File: config.mk
export PLATFORM = sky130hd
export DESIGN_NAME = cache_mem_arbiter_flat
export DESIGN_NICKNAME = d
export VERILOG_FILES = /design/src/rtl/cache_mem_arbiter_if.sv /design/src/rtl/cache_mem_arbiter.sv /design/src/flat_wrapper.sv
export SDC_FILE = /design/constraint.sdc
export NUM_CORES = 1
export LEC_CHECK = 0
export ABC_AREA = 1
export CORE_AREA = 2 2 278 280
export CTS_BUF_LIST = sky130_fd_sc_hd__clkbuf_2
export CTS_CLUSTER_DIAMETER = 30
export DETAILED_ROUTE_END_ITERATION = 8
export DIE_AREA = 0 0 280 282
export SLEW_MARGIN = 25
export SYNTH_ARGS = -nofsm -noshare
export SYNTH_HDL_FRONTEND = slang
export SYNTH_SLANG_ARGS = --single-unit
export TNS_END_PERCENT = 10
File: constraint.sdc
create_clock -name clk -period 3.6 [get_ports clk]
set_input_delay 0.36 -clock clk [delete_from_list [all_inputs] [get_ports clk]]
set_output_delay 0.36 -clock clk [all_outputs]
set_load 0.05 [all_outputs]
File: src/rtl/cache_mem_arbiter_if.sv
// Shared memory-port bundle between the two caches and the burst port.
// The arbiter takes the slave side; the caches and memory model take the master side.
interface cache_mem_arbiter_if;
    logic [31:0]  ic_addr;
    logic         ic_read;
    logic         ic_ready;
    logic [63:0]  ic_rdata;
    logic [31:0]  ic_raddr;
    logic         ic_rvalid;

    logic [31:0]  dc_addr;
    logic         dc_read;
    logic         dc_write;
    logic [255:0] dc_wdata;
    logic         dc_ready;
    logic [63:0]  dc_rdata;
    logic [31:0]  dc_raddr;
    logic         dc_rvalid;

    logic [31:0]  bfp_addr;
    logic         bfp_read;
    logic         bfp_write;
    logic [63:0]  bfp_wdata;
    logic         bfp_ready;
    logic [63:0]  bfp_rdata;
    logic [31:0]  bfp_raddr;
    logic         bfp_rvalid;

    modport slave (
        input  ic_addr, ic_read,
        output ic_ready, ic_rdata, ic_raddr, ic_rvalid,
        input  dc_addr, dc_read, dc_write, dc_wdata,
        output dc_ready, dc_rdata, dc_raddr, dc_rvalid,
        output bfp_addr, bfp_read, bfp_write, bfp_wdata,
        input  bfp_ready, bfp_rdata, bfp_raddr, bfp_rvalid
    );

    modport master (
        output ic_addr, ic_read,
        input  ic_ready, ic_rdata, ic_raddr, ic_rvalid,
        output dc_addr, dc_read, dc_write, dc_wdata,
        input  dc_ready, dc_rdata, dc_raddr, dc_rvalid,
        input  bfp_addr, bfp_read, bfp_write, bfp_wdata,
        output bfp_ready, bfp_rdata, bfp_raddr, bfp_rvalid
    );
endinterface

File: src/rtl/cache_mem_arbiter.sv
// Round-robin arbiter sharing one burst memory port between icache and dcache.
// Serializes dcache line writebacks into 64-bit beats and steers read beats to the owner.
module cache_mem_arbiter (
    input  logic                 clk,
    input  logic                 rst,
    cache_mem_arbiter_if.slave   bus
);
    localparam int BEATS = 4;
    localparam logic [1:0] LAST_BEAT = 2'(BEATS - 1);

    typedef enum logic [1:0] {
        IDLE, RD_CMD, RD_DATA, WR_BURST
    } state_t;

    typedef enum logic {
        OWN_IC = 1'b0,
        OWN_DC = 1'b1
    } owner_t;

    state_t       state, state_n;
    logic [1:0]   beat_cnt, beat_cnt_n;
    owner_t       last_grant, owner;
    logic [26:0]  line_q;
    logic [255:0] wdata_q;

    logic   ic_req, dc_req, grant;
    owner_t pick;

    assign ic_req = bus.ic_read;
    assign dc_req = bus.dc_read | bus.dc_write;

    // On a tie the requester that did not win last time is favoured.
    always_comb begin
        pick = OWN_IC;
        if (dc_req && (!ic_req || last_grant == OWN_IC))
            pick = OWN_DC;
    end

    assign grant = (state == IDLE) && (ic_req || dc_req);

    always_ff @(posedge clk) begin
        if (rst) begin
            state      <= IDLE;
            beat_cnt   <= 2'd0;
            last_grant <= OWN_DC;
            owner      <= OWN_IC;
            line_q     <= '0;
            wdata_q    <= '0;
        end else begin
            state    <= state_n;
            beat_cnt <= beat_cnt_n;
            if (grant) begin
                owner      <= pick;
                last_grant <= pick;
                if (pick == OWN_DC) begin
                    line_q  <= bus.dc_addr[31:5];
                    wdata_q <= bus.dc_wdata;
                end else begin
                    line_q  <= bus.ic_addr[31:5];
                end
            end
        end
    end

    always_comb begin
        state_n       = state;
        beat_cnt_n    = beat_cnt;
        bus.bfp_addr  = 32'd0;
        bus.bfp_read  = 1'b0;
        bus.bfp_write = 1'b0;
        bus.bfp_wdata = 64'd0;
        bus.ic_ready  = 1'b0;
        bus.dc_ready  = 1'b0;
        bus.ic_rvalid = 1'b0;
        bus.dc_rvalid = 1'b0;

        unique case (state)
            IDLE: begin
                if (grant) begin
                    beat_cnt_n = 2'd0;
                    if (pick == OWN_DC && bus.dc_write)
                        state_n = WR_BURST;
                    else
                        state_n = RD_CMD;
                end
            end
            RD_CMD: begin
                bus.bfp_read = 1'b1;
                bus.bfp_addr = {line_q, 5'b0};
                if (bus.bfp_ready) begin
                    bus.ic_ready = (owner == OWN_IC);
                    bus.dc_ready = (owner == OWN_DC);
                    beat_cnt_n   = 2'd0;
                    state_n      = RD_DATA;
                end
            end
            RD_DATA: begin
                if (bus.bfp_rvalid) begin
                    bus.ic_rvalid = (owner == OWN_IC);
                    bus.dc_rvalid = (owner == OWN_DC);
                    beat_cnt_n    = beat_cnt + 2'd1;
                    if (beat_cnt == LAST_BEAT)
                        state_n = IDLE;
                end
            end
            WR_BURST: begin
                bus.bfp_write = 1'b1;
                bus.bfp_addr  = {line_q, 5'b0};
                bus.bfp_wdata = wdata_q[{beat_cnt, 6'b0} +: 64];
                if (bus.bfp_ready) begin
                    beat_cnt_n = beat_cnt + 2'd1;
                    if (beat_cnt == LAST_BEAT) begin
                        bus.dc_ready = 1'b1;
                        state_n      = IDLE;
                    end
                end
            end
            default: state_n = IDLE;
        endcase
    end

    // Data and tag are zero whenever the matching valid is low.
    assign bus.ic_rdata = bus.ic_rvalid ? bus.bfp_rdata : 64'd0;
    assign bus.ic_raddr = bus.ic_rvalid ? bus.bfp_raddr : 32'd0;
    assign bus.dc_rdata = bus.dc_rvalid ? bus.bfp_rdata : 64'd0;
    assign bus.dc_raddr = bus.dc_rvalid ? bus.bfp_raddr : 32'd0;

endmodule

File: src/flat_wrapper.sv
// flat-port wrapper written by rule: the top's interface ports become plain ports
module cache_mem_arbiter_flat 
  (clk, rst, bus_ic_addr, bus_ic_read, bus_ic_ready, bus_ic_rdata, bus_ic_raddr, bus_ic_rvalid, bus_dc_addr, bus_dc_read, bus_dc_write, bus_dc_wdata, bus_dc_ready, bus_dc_rdata, bus_dc_raddr, bus_dc_rvalid, bus_bfp_addr, bus_bfp_read, bus_bfp_write, bus_bfp_wdata, bus_bfp_ready, bus_bfp_rdata, bus_bfp_raddr, bus_bfp_rvalid);
  cache_mem_arbiter_if bus_i ();
  input  logic clk;
  input  logic rst;
  input wire logic [$bits(bus_i.ic_addr)-1:0] bus_ic_addr;
  input wire logic [$bits(bus_i.ic_read)-1:0] bus_ic_read;
  output wire logic [$bits(bus_i.ic_ready)-1:0] bus_ic_ready;
  output wire logic [$bits(bus_i.ic_rdata)-1:0] bus_ic_rdata;
  output wire logic [$bits(bus_i.ic_raddr)-1:0] bus_ic_raddr;
  output wire logic [$bits(bus_i.ic_rvalid)-1:0] bus_ic_rvalid;
  input wire logic [$bits(bus_i.dc_addr)-1:0] bus_dc_addr;
  input wire logic [$bits(bus_i.dc_read)-1:0] bus_dc_read;
  input wire logic [$bits(bus_i.dc_write)-1:0] bus_dc_write;
  input wire logic [$bits(bus_i.dc_wdata)-1:0] bus_dc_wdata;
  output wire logic [$bits(bus_i.dc_ready)-1:0] bus_dc_ready;
  output wire logic [$bits(bus_i.dc_rdata)-1:0] bus_dc_rdata;
  output wire logic [$bits(bus_i.dc_raddr)-1:0] bus_dc_raddr;
  output wire logic [$bits(bus_i.dc_rvalid)-1:0] bus_dc_rvalid;
  output wire logic [$bits(bus_i.bfp_addr)-1:0] bus_bfp_addr;
  output wire logic [$bits(bus_i.bfp_read)-1:0] bus_bfp_read;
  output wire logic [$bits(bus_i.bfp_write)-1:0] bus_bfp_write;
  output wire logic [$bits(bus_i.bfp_wdata)-1:0] bus_bfp_wdata;
  input wire logic [$bits(bus_i.bfp_ready)-1:0] bus_bfp_ready;
  input wire logic [$bits(bus_i.bfp_rdata)-1:0] bus_bfp_rdata;
  input wire logic [$bits(bus_i.bfp_raddr)-1:0] bus_bfp_raddr;
  input wire logic [$bits(bus_i.bfp_rvalid)-1:0] bus_bfp_rvalid;
  assign bus_i.ic_addr = bus_ic_addr;
  assign bus_i.ic_read = bus_ic_read;
  assign bus_ic_ready = bus_i.ic_ready;
  assign bus_ic_rdata = bus_i.ic_rdata;
  assign bus_ic_raddr = bus_i.ic_raddr;
  assign bus_ic_rvalid = bus_i.ic_rvalid;
  assign bus_i.dc_addr = bus_dc_addr;
  assign bus_i.dc_read = bus_dc_read;
  assign bus_i.dc_write = bus_dc_write;
  assign bus_i.dc_wdata = bus_dc_wdata;
  assign bus_dc_ready = bus_i.dc_ready;
  assign bus_dc_rdata = bus_i.dc_rdata;
  assign bus_dc_raddr = bus_i.dc_raddr;
  assign bus_dc_rvalid = bus_i.dc_rvalid;
  assign bus_bfp_addr = bus_i.bfp_addr;
  assign bus_bfp_read = bus_i.bfp_read;
  assign bus_bfp_write = bus_i.bfp_write;
  assign bus_bfp_wdata = bus_i.bfp_wdata;
  assign bus_i.bfp_ready = bus_bfp_ready;
  assign bus_i.bfp_rdata = bus_bfp_rdata;
  assign bus_i.bfp_raddr = bus_bfp_raddr;
  assign bus_i.bfp_rvalid = bus_bfp_rvalid;
  cache_mem_arbiter u_core (.clk(clk), .rst(rst), .bus(bus_i));
endmodule
==> impl_metrics.json <==
{
  "first_pass_iters": 6,
  "layout-drive-gt1-share_pct": 12.0,
  "root_buffer": "clkbuf_2",
  "grt_max_degree": 156,
  "insertion_delay_ns": 1.06,
  "seq_area_frac_synth_pct": 41.3,
  "startpoint_type": "register",
  "max-cap-violations": 0,
  "globalplace.congestion": 0.887,
  "regArea_um2": 5800,
  "yosysWarnings": 0,
  "total_power_w": 0.0115,
  "start_util_pct": 18.5,
  "cp_max_fo": 97,
  "track_usage_pct": 19.7,
  "post-route-period-util_pct": 94.1,
  "tns_ns": 0,
  "syn_to_final_growth_pct": 84.1,
  "antenna_found_initial": 13,
  "cts.clk_slew.worst_paths_ns": 0.10,
  "max_freq_ghz": 0.295,
  "dp_hpwl_um": 58300,
  "routedWlPerCell_um": 19.4,
  "core_um2": 75700,
  "finalClockSkew_ns": 0.149,
  "die_area_um2": 79000,
  "hold_viol": 0,
  "p_int_w": 0.00669,
  "period_needed_ns": 3.39,
  "rows": 101,
  "relSlewSlack_pct": 41.1,
  "power_frac_clock_pct": 23.6,
  "grt_overflow": 0,
  "vias": 18000,
  "dieHeight_um": 282,
  "synth_cell_type_count": 25,
  "first_global_vias": 17800,
  "worstPathArrival_ns": 3.03,
  "postLayoutCoreUtil_pct": 34.1,
  "ant_nets": 0,
  "first_iter_violations": 1337,
  "routed_via_density": 4.29,
  "rsz0062_at_grt": "true",
  "p_leak_nw": 11.8,
  "ys_ff_latch": 289,
  "max-vdd-ir-drop_mv": 0.260,
  "netlist_instances": 2188,
  "worstPathCellList": "inv_2 > nor2_2 > nand3_4 > buf_12 > nor2_1 > dlygate4sd2_1",
  "hold_path.class": "in2reg",
  "cp_data_required_time_ns": 3.24,
  "setup_viol": 0,
  "maxSlewViolCount": 0,
  "cts.htree.levels": 3,
  "combinationalPowerShare_pct": 40.2,
  "syn_area_per_cell_um2": 6.40,
  "drt_wl_total_um": 81500,
  "p_sw_share_pct": 41.8,
  "powerDensity_nw_per_um2": 446,
  "worstPathBufferInverterCount": 3,
  "critPathTopFamily": "buffers and inverters",
  "crit_path_top_delay_cell": "dlygate4sd2_1",
  "p_switching_w": 0.00481,
  "numCtsBuffers": 90,
  "status": "finished, final reports clean",
  "final_nets": 3581,
  "cts.sinks": 289,
  "path_class": "reg2out",
  "drc": 0,
  "die_x_um": 280,
  "seqPwrFrac_pct": 36.1,
  "worst_pin_slew_ns": 0.882,
  "cts_max_path_buffers": 3,
  "max_stage_delay_ns": 0.59,
  "fillCellCount": 8028,
  "io_pins": 717,
  "grt_pass1_wl_um": 115000,
  "multiInputGateArea_um2": 6830,
  "netlist_area_um2": 14000,
  "crit_path_end_kind": "output pin",
  "io_buffer_count": 701,
  "cts_tree": "yes"
}
[layer usage]
layer / share of wire, % / global-route usage, %
met1: 38 / 21.6
met2: 51 / 35.6
met3: 5.9 / 3.96
met4: 5.1 / 10.5
met5: 0.080 / 0
[kinds of logic (layout without fill, tap and decap cells)]
logic type,after synthesis,count (layout),synth area share (%)
AO/OA/AOI/OAI,538,538,19.3
AND/OR/NAND/NOR,1044,1044,29.0
adder cells (fa/ha/maj),1,1,0.0893
flip-flops,289,289,41.3
other,1,11,0.0268
buffers and inverters,315,1346,10.3
[cells in the final DEF (no fill, tap or decap), drive strengths merged]
cell / synthesis / routed
a21oi: 124 / 124
buf: 96 / 181
bufinv: 0 / 3
clkbuf: 78 / 117
clkdlybuf4s15: 0 / 13
clkdlybuf4s50: 0 / 443
clkinv: 0 / 37
conb: 1 / 5
dfxtp: 289 / 289
diode: 0 / 6
dlygate4sd2: 0 / 94
dlygate4sd3: 0 / 315
dlymetal6s2s: 0 / 1
ha: 1 / 1
inv: 141 / 142
nand2: 69 / 69
nand3: 4 / 4
nor2: 967 / 967
nor3: 4 / 4
o21ai: 413 / 413
o22ai: 1 / 1
[area by class of cell]
type	instances	share of cell area (%)
Antenna cell	6	0.0583
Clock inverter	41	1.03
Inverter	141	2.16
Clock buffer	117	2.27
Sequential cell	289	22.5
Tap cell	978	4.75
Multi-Input combinational cell	1588	26.5
Timing Repair Buffer	1047	40.7
[cell usage after synthesis]
cell type	count	area (um2)
nor2_8	1	20.0
nor3_4	1	16.3
a21oi_1	124	621
inv_4	1	6.26
ha_1	1	12.5
clkbuf_1	78	293
dfxtp_1	289	5790
conb_1	1	3.75
nand3_1	3	15.0
o21ai_1	141	706
nor2_1	927	3480
nand3_2	1	10.0
o22ai_1	1	6.26
inv_1	134	503
o21ai_2	1	8.76
nand2_1	68	255
nor3_1	3	15.0
buf_6	19	214
buf_2	48	240
o21ai_0	271	1360
buf_4	13	97.6
nand2_4	1	11.3
nor2_2	39	244
buf_1	16	60.1
inv_2	6	22.5
[what timing repair did]
item / in CTS / in global routing
setup buffers: 1 / 0
setup endpoints to repair: 174 / 25
gates resized for setup: 140 / 8
pin swaps: 1 / 0
hold buffers: 315 / 0
hold endpoints to repair: 288 / 0
cloned: 0 / 0
[flip-flops by register name, summed over array words and instances, names as in the netlist]
| name | count |
|---|---|
| u_core.wdata_q | 256 |
| u_core.state | 2 |
| u_core.beat_cnt | 2 |
| u_core.owner | 1 |
| u_core.last_grant | 1 |
| u_core.line_q | 27 |
[per-stage QoR]
| step | instance area [um2] | hold WS (ns) | worst slack [ns] | std cells |
|---|---|---|---|---|
| after floorplan | 14000 | 0.426 | 1.04 | 2192 |
| after global placement | 21800 | 0.440 | 0.748 | 3727 |
| after detailed placement | 21800 | 0.451 | 0.728 | 3727 |
| after CTS | 25700 | 0.218 | -0.0160 | 4201 |
| after global routing | 25800 | 0.264 | -0.0284 | 4206 |
| final | 25800 | 0.430 | 0.212 | 4207 |
[power groups by stage]
stage               clock [W]  sequential (W)  combinational, W
floorplan                   0         0.00410           0.00266
global placement            0         0.00419           0.00422
detailed placement          0         0.00421           0.00422
CTS                   0.00285         0.00414           0.00463
global route          0.00302         0.00422           0.00504
finish                0.00272         0.00415           0.00462
[worst min-delay path: stages]
cell and delay, ns:
clkdlybuf4s50_1 0.42, inv_1 0.06, nand2_1 0.09, nand2_4 0.38, a21oi_1 0.12, nand2_1 0.05
[worst paths after layout]
| check | start | to | slack, ns | cells after the start |
|---|---|---|---|---|
| hold reg to reg | u_core.last_grant$_SDFFE_PP1P_ | u_core.last_grant$_SDFFE_PP1P_ | 0.48 | 2 |
| setup reg to reg | u_core.state[0]$_SDFFE_PP0P_ | u_core.line_q[9]$_SDFFE_PP0P_ | 0.84 | 7 |
| hold / removal | bus_ic_read | u_core.last_grant$_SDFFE_PP1P_ | 0.43 | 6 |
| setup / recovery | u_core.state[1]$_SDFFE_PP0P_ | bus_dc_rdata[62] | 0.21 | 6 |
Note: power is estimated with default switching activity, not from simulation.
